==> config.mk <==
export PLATFORM = sky130hd
export DESIGN_NAME = div
export DESIGN_NICKNAME = d
export VERILOG_FILES = /design/src/rtl/div_pkg.sv /design/src/rtl/div.sv
export SDC_FILE = /design/constraint.sdc
export NUM_CORES = 1
export LEC_CHECK = 0
export CAP_MARGIN = 20
export CORE_UTILIZATION = 59
export CTS_CLUSTER_DIAMETER = 150
export DETAILED_ROUTE_END_ITERATION = 7
export PLACE_DENSITY = 0.88
export SLEW_MARGIN = 20
export SYNTH_ARGS = -nofsm -noshare
export SYNTH_HDL_FRONTEND = slang
export SYNTH_SLANG_ARGS = --single-unit
==> constraint.sdc <==
create_clock -name clk -period 7 [get_ports clk]
set_input_delay 1.05 -clock clk [delete_from_list [all_inputs] [get_ports clk]]
set_output_delay 1.05 -clock clk [all_outputs]
set_load 0.01 [all_outputs]
==> src/rtl/div_pkg.sv <==
// Shared types and constants for the EX-stage multi-cycle divider.
// Contains the FSM state encoding, handshake levels, ALU op codes and the sign-correction helper.
package div_pkg;

  localparam int REG_BUS        = 32;
  localparam int DOUBLE_REG_BUS = 64;

  typedef enum logic [1:0] {
    DIV_FREE    = 2'b00,
    DIV_BY_ZERO = 2'b01,
    DIV_ON      = 2'b10,
    DIV_END     = 2'b11
  } div_state_e;

  localparam logic DIV_RESULT_READY     = 1'b1;
  localparam logic DIV_RESULT_NOT_READY = 1'b0;
  localparam logic DIV_START            = 1'b1;
  localparam logic DIV_STOP             = 1'b0;

  localparam logic [7:0] EXE_DIV_OP  = 8'b0001_1010;
  localparam logic [7:0] EXE_DIVU_OP = 8'b0001_1011;

  localparam logic [5:0] DIV_LAST_ITER = 6'd31;

  // Two's-complement negate when en is set, pass through otherwise.
  function automatic logic [REG_BUS-1:0] cond_neg(input logic [REG_BUS-1:0] x, input logic en);
    if (en) begin
      return ~x + 32'd1;
    end else begin
      return x;
    end
  endfunction

endpackage

==> src/rtl/div.sv <==
// Radix-2 restoring divider for DIV/DIVU: one quotient bit per clock on operand magnitudes,
// with the signs re-applied when the final {remainder, quotient} is loaded into result_o.
module div
  import div_pkg::*;
(
  input  logic                      clk,
  input  logic                      rst,
  input  logic                      signed_div_i,
  input  logic [REG_BUS-1:0]        opdata1_i,
  input  logic [REG_BUS-1:0]        opdata2_i,
  input  logic                      start_i,
  input  logic                      annul_i,
  output logic [DOUBLE_REG_BUS-1:0] result_o,
  output logic                      ready_o
);

  div_state_e                state_r, state_nxt_s;
  logic [5:0]                cnt_r, cnt_nxt_s;
  logic [REG_BUS-1:0]        dividend_r, dividend_nxt_s;
  logic [REG_BUS-1:0]        divisor_r, divisor_nxt_s;
  logic [REG_BUS-1:0]        rem_r, rem_nxt_s;
  logic [REG_BUS-1:0]        quot_r, quot_nxt_s;
  logic                      sign1_r, sign1_nxt_s;
  logic                      sign2_r, sign2_nxt_s;
  logic                      signed_r, signed_nxt_s;
  logic [DOUBLE_REG_BUS-1:0] result_r, result_nxt_s;
  logic                      ready_r, ready_nxt_s;

  logic [REG_BUS:0]          shifted_s;
  logic [REG_BUS:0]          diff_s;
  logic                      quot_bit_s;
  logic [REG_BUS-1:0]        rem_step_s;
  logic [REG_BUS-1:0]        quot_step_s;
  logic                      neg_quot_s;
  logic                      neg_rem_s;

  // Single restoring step: the partial remainder never exceeds the divisor, so 32 bits hold it
  // and the 33-bit trial difference's MSB is the borrow.
  always_comb begin
    shifted_s   = {rem_r, dividend_r[REG_BUS-1]};
    diff_s      = shifted_s - {1'b0, divisor_r};
    quot_bit_s  = ~diff_s[REG_BUS];
    rem_step_s  = quot_bit_s ? diff_s[REG_BUS-1:0] : shifted_s[REG_BUS-1:0];
    quot_step_s = {quot_r[REG_BUS-2:0], quot_bit_s};
    neg_quot_s  = signed_r & (sign1_r ^ sign2_r);
    neg_rem_s   = signed_r & sign1_r;
  end

  // Next-state and next-datapath logic; every register holds unless a state says otherwise.
  always_comb begin
    state_nxt_s    = state_r;
    cnt_nxt_s      = cnt_r;
    dividend_nxt_s = dividend_r;
    divisor_nxt_s  = divisor_r;
    rem_nxt_s      = rem_r;
    quot_nxt_s     = quot_r;
    sign1_nxt_s    = sign1_r;
    sign2_nxt_s    = sign2_r;
    signed_nxt_s   = signed_r;
    result_nxt_s   = result_r;
    ready_nxt_s    = ready_r;

    case (state_r)
      DIV_FREE: begin
        result_nxt_s = 64'd0;
        ready_nxt_s  = DIV_RESULT_NOT_READY;
        if ((start_i == DIV_START) && !annul_i) begin
          if (opdata2_i == 32'd0) begin
            state_nxt_s = DIV_BY_ZERO;
          end else begin
            state_nxt_s    = DIV_ON;
            cnt_nxt_s      = 6'd0;
            dividend_nxt_s = cond_neg(opdata1_i, signed_div_i & opdata1_i[REG_BUS-1]);
            divisor_nxt_s  = cond_neg(opdata2_i, signed_div_i & opdata2_i[REG_BUS-1]);
            rem_nxt_s      = 32'd0;
            quot_nxt_s     = 32'd0;
            sign1_nxt_s    = opdata1_i[REG_BUS-1];
            sign2_nxt_s    = opdata2_i[REG_BUS-1];
            signed_nxt_s   = signed_div_i;
          end
        end else begin
          state_nxt_s = DIV_FREE;
        end
      end

      DIV_BY_ZERO: begin
        if (annul_i) begin
          state_nxt_s = DIV_FREE;
        end else begin
          state_nxt_s  = DIV_END;
          result_nxt_s = 64'd0;
          ready_nxt_s  = DIV_RESULT_READY;
        end
      end

      DIV_ON: begin
        if (annul_i) begin
          state_nxt_s = DIV_FREE;
          ready_nxt_s = DIV_RESULT_NOT_READY;
        end else begin
          rem_nxt_s      = rem_step_s;
          quot_nxt_s     = quot_step_s;
          dividend_nxt_s = {dividend_r[REG_BUS-2:0], 1'b0};
          cnt_nxt_s      = cnt_r + 6'd1;
          if (cnt_r == DIV_LAST_ITER) begin
            state_nxt_s  = DIV_END;
            result_nxt_s = {cond_neg(rem_step_s, neg_rem_s), cond_neg(quot_step_s, neg_quot_s)};
            ready_nxt_s  = DIV_RESULT_READY;
          end else begin
            state_nxt_s = DIV_ON;
          end
        end
      end

      DIV_END: begin
        if (start_i == DIV_STOP) begin
          state_nxt_s  = DIV_FREE;
          result_nxt_s = 64'd0;
          ready_nxt_s  = DIV_RESULT_NOT_READY;
        end else begin
          state_nxt_s = DIV_END;
        end
      end

      default: begin
        state_nxt_s  = DIV_FREE;
        result_nxt_s = 64'd0;
        ready_nxt_s  = DIV_RESULT_NOT_READY;
      end
    endcase
  end

  // State, datapath and output registers; rst is asynchronous and active-low.
  always_ff @(posedge clk or negedge rst) begin
    if (!rst) begin
      state_r    <= DIV_FREE;
      cnt_r      <= 6'd0;
      dividend_r <= 32'd0;
      divisor_r  <= 32'd0;
      rem_r      <= 32'd0;
      quot_r     <= 32'd0;
      sign1_r    <= 1'b0;
      sign2_r    <= 1'b0;
      signed_r   <= 1'b0;
      result_r   <= 64'd0;
      ready_r    <= DIV_RESULT_NOT_READY;
    end else begin
      state_r    <= state_nxt_s;
      cnt_r      <= cnt_nxt_s;
      dividend_r <= dividend_nxt_s;
      divisor_r  <= divisor_nxt_s;
      rem_r      <= rem_nxt_s;
      quot_r     <= quot_nxt_s;
      sign1_r    <= sign1_nxt_s;
      sign2_r    <= sign2_nxt_s;
      signed_r   <= signed_nxt_s;
      result_r   <= result_nxt_s;
      ready_r    <= ready_nxt_s;
    end
  end

  assign result_o = result_r;
  assign ready_o  = ready_r;

endmodule

Yosys cells after proc, flatten, opt, wreduce, memory -nomap -nowiden
Index checks and enable logic that the tools add are counted.

cells by class
  bitwise logic cells = 11
  add/sub/neg operators = 6
  mux-type cells = 36
  reduce and logical (&&, ||, !) cells = 9
  equal/unequal tests = 11

operator list
  cell                     number
  $mux W32                 11
  $mux W64                 4
  $pmux W64 S4             1
  $add A32 B1 Y32 const B  4
  $not A32 Y32             4
  $pmux W32 S2             2
  $pmux W31 S2             1
  $sub A33 B32 Y33         1
  $logic_not A32 Y1        1
  $mux W31                 1
  $mux W6                  3
  $ne A2 B2 Y1 const B     6
  $pmux W6 S2              1
  $mux W2                  5
  $pmux W2 S4              1
  $reduce_and A4 Y1        2
  $add A6 B1 Y6 const B    1
  $eq A6 B5 Y1 const B     1
  $reduce_and A3 Y1        2
  $mux W1                  5
  $and A1 B1 Y1            4
  $eq A2 B2 Y1 const B     2
  $pmux W1 S4              1
  $ne A3 B3 Y1 const B     1
  7 further kinds          8

storage, ports and cells
  register bits after elaboration = 203
  output and inout bits = 65

Depth between registers and ports, before layout
  word-level depth = 8
  gate-level depth with buffers = 21
  mapped depth without buffers = 19

Worst setup path after synthesis
OpenSTA, ideal clock, no wires.

  path kind = reg2reg
  from = register dividend_r[31]
  to = register result_r[62], in the netlist result_o[62]
  data arrival time = 4.800 ns
  library setup time = 0.131 ns
  setup slack = 2.069 ns
  cell stages (with the launch flop) = 21
  cells stage by stage = dfrtp_1 inv_1 ha_1 fa_1 nand2b_1 a21oi_1 o21ai_2 a21bo_1 a211oi_4 inv_4 clkbuf_1 clkbuf_1 a21oi_1 ha_1 or4b_4 or3_1 o31ai_1 nand3_1 o41a_1 xnor2_1 o21ai_1

on the way
  longest elaborated chain between the ends = 8

ends and longest elaborated chain
  item                    RTL line       text
  start, declared         div.sv:19      logic [REG_BUS-1:0] dividend_r, dividend_nxt_s;
  start signal, assigned  div.sv:150     dividend_r <= dividend_nxt_s;
  $sub A33 B32 Y33        div.sv:41      diff_s = shifted_s - {1'b0, divisor_r};
  $mux W32 (*)            div.sv:43      rem_step_s = quot_bit_s ? diff_s[REG_BUS-1:0] : shifted_s[REG_BUS-1:0];
  $not A32 Y32            div_pkg.sv:28  return ~x + 32'd1;
  $add A32 B1 Y32         div_pkg.sv:28
  $mux W32 (*)            div_pkg.sv:27  if (en) begin
  $mux W64 (*)            div.sv:105     if (cnt_r == DIV_LAST_ITER) begin
  $mux W64 (*)            div.sv:97      if (annul_i) begin
  $pmux W64 S4 (*)        div.sv:63      case (state_r)
  end signal, assigned    div.sv:157     result_r <= result_nxt_s;
  end, declared           div.sv:26      logic [DOUBLE_REG_BUS-1:0] result_r, result_nxt_s;

Every way passes the cells marked *; elsewhere a longest branch is shown, timed or not. The select of a mux whose other input is x is not followed.
A chain may end at the register's enable or synchronous reset.

Worst setup path in the final report
Ends and elaborated chain as after synthesis.

==> summary.log <==
qor: outcome.status complete, no violations
qor: logic_synthesis.postSynthNetCount 1,720
qor: worst_setup_path.timing.critical_path.cells inv_1, ha_1, fa_1, nand2b_1, a21oi_1, o21ai_2, a21bo_1, a211oi_4, inv_4, a21oi_1, ha_1, or4b_4, or3_1, o31ai_1, nand3_1, o41a_1, xnor2_1, o21ai_1
qor: die.core-area 22,600 um2
qor: worst_setup_path.setup.reg_to_reg.worst_slack 1.69 ns
qor: worst_setup_path.worstSetupStartpointType flop
qor: logic_synthesis.synth-warning-count 0
qor: grt.first_global_vias 11,557
qor: clock_network.cts_num_sinks 203
qor: die.initial_core_util 60.0%
qor: cells_and_area.flow.area_growth_from_synthesis 15.6%
qor: sta.finalMaxSlewViolations 0
qor: grt.grt_antenna_before_repair 0
qor: die.chipWidth 154 um
qor: drt.per_cell_routed_wire_length 17.8 um
qor: place.dpl_cell_area 14,900 um2
qor: grt.grt_use_total 29.9%
qor: logic_synthesis.synth.cell_area 13,600 um2
qor: clock_network.worstSkewPairLatency 0.51 ns
qor: worst_setup_path.r2r_start dividend_r[31]
qor: clock_network.tritoncts_clock_tree built
qor: logic_synthesis.synth_edf_count 0
qor: drt.drcViolationCount 0
qor: clock_network.post_cts_resized 0
qor: sta.final.min_clock_period 5.31 ns
qor: sta.fin_tns_setup 0 ns
qor: cells_and_area.finish.instance_area 15,700 um2
qor: die.area_of_the_die 23,600 um2
qor: run.cap_violations 0
qor: sta.fin_worst_skew 0.0109 ns
qor: sta.final_hold_violating_endpoints 0
qor: clock_network.clock_path_buffers 3
qor: clock_network.tritoncts.num_buffers 22
qor: pwr.power.density_cell_area 202 nW/um2
qor: worst_setup_path.crit_slowest_cell sky130_fd_sc_hd__or4b_4
qor: sta.timing_worst_slew_pin_value 0.986 ns
qor: worst_setup_path.criticalPathCategory flop to flop
qor: drt.firstDrtPassIters 7
qor: grt.grt_max_degree 133
qor: sta.layout_worst_path_cycle_share 75.9%
qor: cells_and_area.mostFrequentLayoutCell sky130_fd_sc_hd__nand2_1
qor: pwr.total_power 3180 uW
qor: cells_and_area.design.final.nets 1,799
qor: drt.routed_wl 35,400 um
qor: worst_setup_path.required 7.39 ns
qor: sta.timing.final.setup_violations 0
qor: clock_network.buffer_count_from_post_cts_setup_fixing 0
qor: place.buffer_ports.inserted 133
qor: worst_setup_path.critPathLaunch dividend_r[31]
qor: cells_and_area.layout-drive-gt1-share 6.06%
qor: grt.residual_overflow_from_global_routing 0
qor: worst_setup_path.critical_path.max_stage_delay 0.51 ns
qor: clock_network.cts_max_level 1
qor: cells_and_area.postLayoutCoreUtil 69.4%
qor: pwr.power.static_leakage 0.00652 uW
qor: cells_and_area.antennaDiodeCount 0
qor: die.die_height 154 um
qor: drt.antenna_left 0
qor: sta.setup_repair_after_global_routing_missed_its_margin no
qor: die.number_of_core_rows 55
qor: logic_synthesis.postSynthAreaPerCell 8.45 um2
qor: worst_setup_path.timing.critical_path.arrival 5.71 ns
qor: drt.routed-via-count 12,279
qor: pwr.worst_ir_drop_vdd 139 uV
qor: worst_setup_path.ff2ff_path_depth 18
qor: cells_and_area.instances_no_fill 1,986
qor: sta.slew_headroom 34.3%
qor: logic_synthesis.syn_inst 1,608
qor: die.io_pins 134
qor: clock_network.cts.reportedPaths.clkPinSlew 0.06 ns
qor: grt.grt_pass1_wl 57,900 um
qor: worst_setup_path.worstSetupEndpoint result_o[62]
qor: clock_network.post_cts_hold_buffer_count 0
qor: logic_synthesis.synth_cell_type_count 92
qor: drt.average_vias_per_placed_instance 6.18
qor: place.detailed_place_hpwl 25,600 um
qor: worst_setup_path.endpoint_kind flop
qor: cells_and_area.final_cell_mix sky130_fd_sc_hd__nand2_1 (209), sky130_fd_sc_hd__dfrtp_1 (203), sky130_fd_sc_hd__o21ai_0 (162), sky130_fd_sc_hd__a21oi_1 (147), sky130_fd_sc_hd__nor2_1 (143)
qor: place.placed_cells 1,947
qor: logic_synthesis.ys_seq_area_share 37.4%
qor: logic_synthesis.ys_ff_latch 203
qor: clock_network.cts_root_buffer sky130_fd_sc_hd__clkbuf_16
qor: min_path.timing.hold.worst.class flop to flop
qor: drt.detail_route.iter0.violations 1,217
qor: logic_synthesis.async_flop_share 100%
qor: place.place_congestion 0.974
qor: worst_setup_path.regToRegEndpoint result_o[62]
qor: sta.max_freq 188 MHz
qor: worst_setup_path.crit_fanout 27
qor: logic_synthesis.ys_dominant_reg_cell sky130_fd_sc_hd__dfrtp_1
kinds of logic (layout without fill, tap and decap cells):
family | after synthesis | in the layout | share of synthesized area [%]
xor gates and xnor gates | 150 | 150 | 9.67
buffers and inverters | 148 | 241 | 4.84
muxes | 30 | 30 | 2.26
and+or+nand+nor | 532 | 532 | 18.6
DFF | 203 | 203 | 37.4
adders and majority gates | 43 | 43 | 4.01
AOI/OAI and AO/OA | 502 | 502 | 23.2
sequential cells by signal, summed over array words and instances (netlist names), 2 cells and up:
name        cells
result_o       64
dividend_r     32
divisor_r      32
rem_r          32
quot_r         31
cnt_r           6
state_r         2
synthesized netlist by cell type (all sizes together) (25+ instances only):
library cell  number  area share [%]
nor3              35             1.4
xor2              76             4.9
mux2i             25             1.8
nor2             143             3.9
dfrtp            203              37
nand2            214             6.0
buf               44             1.9
a21oi            151             5.6
o21ai            189             7.0
inv               63             1.8
ha                42             3.9
a22o              34             2.3
clkbuf            41             1.2
xnor2             74             4.8
layout make-up:
| cell class | instances | area [um2] |
|---|---|---|
| clock inverter | 7 | 81.3 |
| inverter | 63 | 239 |
| multi-input combinational | 1257 | 7880 |
| tap | 285 | 357 |
| timing repair buffer | 140 | 1420 |
| sequential | 203 | 5080 |
| fill | 1758 | 6930 |
| clock buffer | 31 | 654 |
power breakdown:
part           internal, uW  total (uW)  switching, uW  leakage (uW)
clock                   690        1170            481      0.000367
sequential             1260        1310           48.1       0.00270
combinational           252         704            452       0.00346
total                  2200        3180            981       0.00652
layer usage:
| layer | vias up | global-route usage (%) | wire length [um] | share of wire, % |
|---|---|---|---|---|
| met1 | 5861 | 43.7 | 15700 | 44 |
| met4 | 0 | 8.24 | 740 | 2.1 |
| met3 | 60 | 4.34 | 3110 | 8.8 |
| met5 | - | 0 | 0 | 0 |
| li1 | 5849 | - | - | - |
| met2 | 509 | 46.4 | 15900 | 45 |
per-stage QoR:
stage	hold slack [ns]	worst slack, ns
global placement	0.462	1.94
CTS	0.483	1.76
global route	0.497	1.38
floorplan	0.450	2.07
detailed placement	0.470	1.80
finish	0.478	1.69
how the worst min path moves through the flow:
stage | startpoint | end | slack (ns) | cells after the start
global placement | dividend_r[29] | dividend_r[29] | 0.46 | 2
detailed placement | dividend_r[28] | dividend_r[28] | 0.47 | 2
global route | result_o[40] | result_o[40] | 0.50 | 2
finish | result_o[17] | result_o[17] | 0.48 | 2
CTS | dividend_r[23] | dividend_r[23] | 0.48 | 2
floorplan | dividend_r[25] | dividend_r[25] | 0.45 | 2
critical path, delay by kind of cell (launching register included):
kind	cells	cell delay, ns
simple gates	4	1.17
compound gates	8	2.24
flops	1	0.40
xor+xnor	1	0.14
fa+ha+maj	3	0.96
buf+inv	2	0.27
Note: power is estimated with default switching activity, not from simulation.
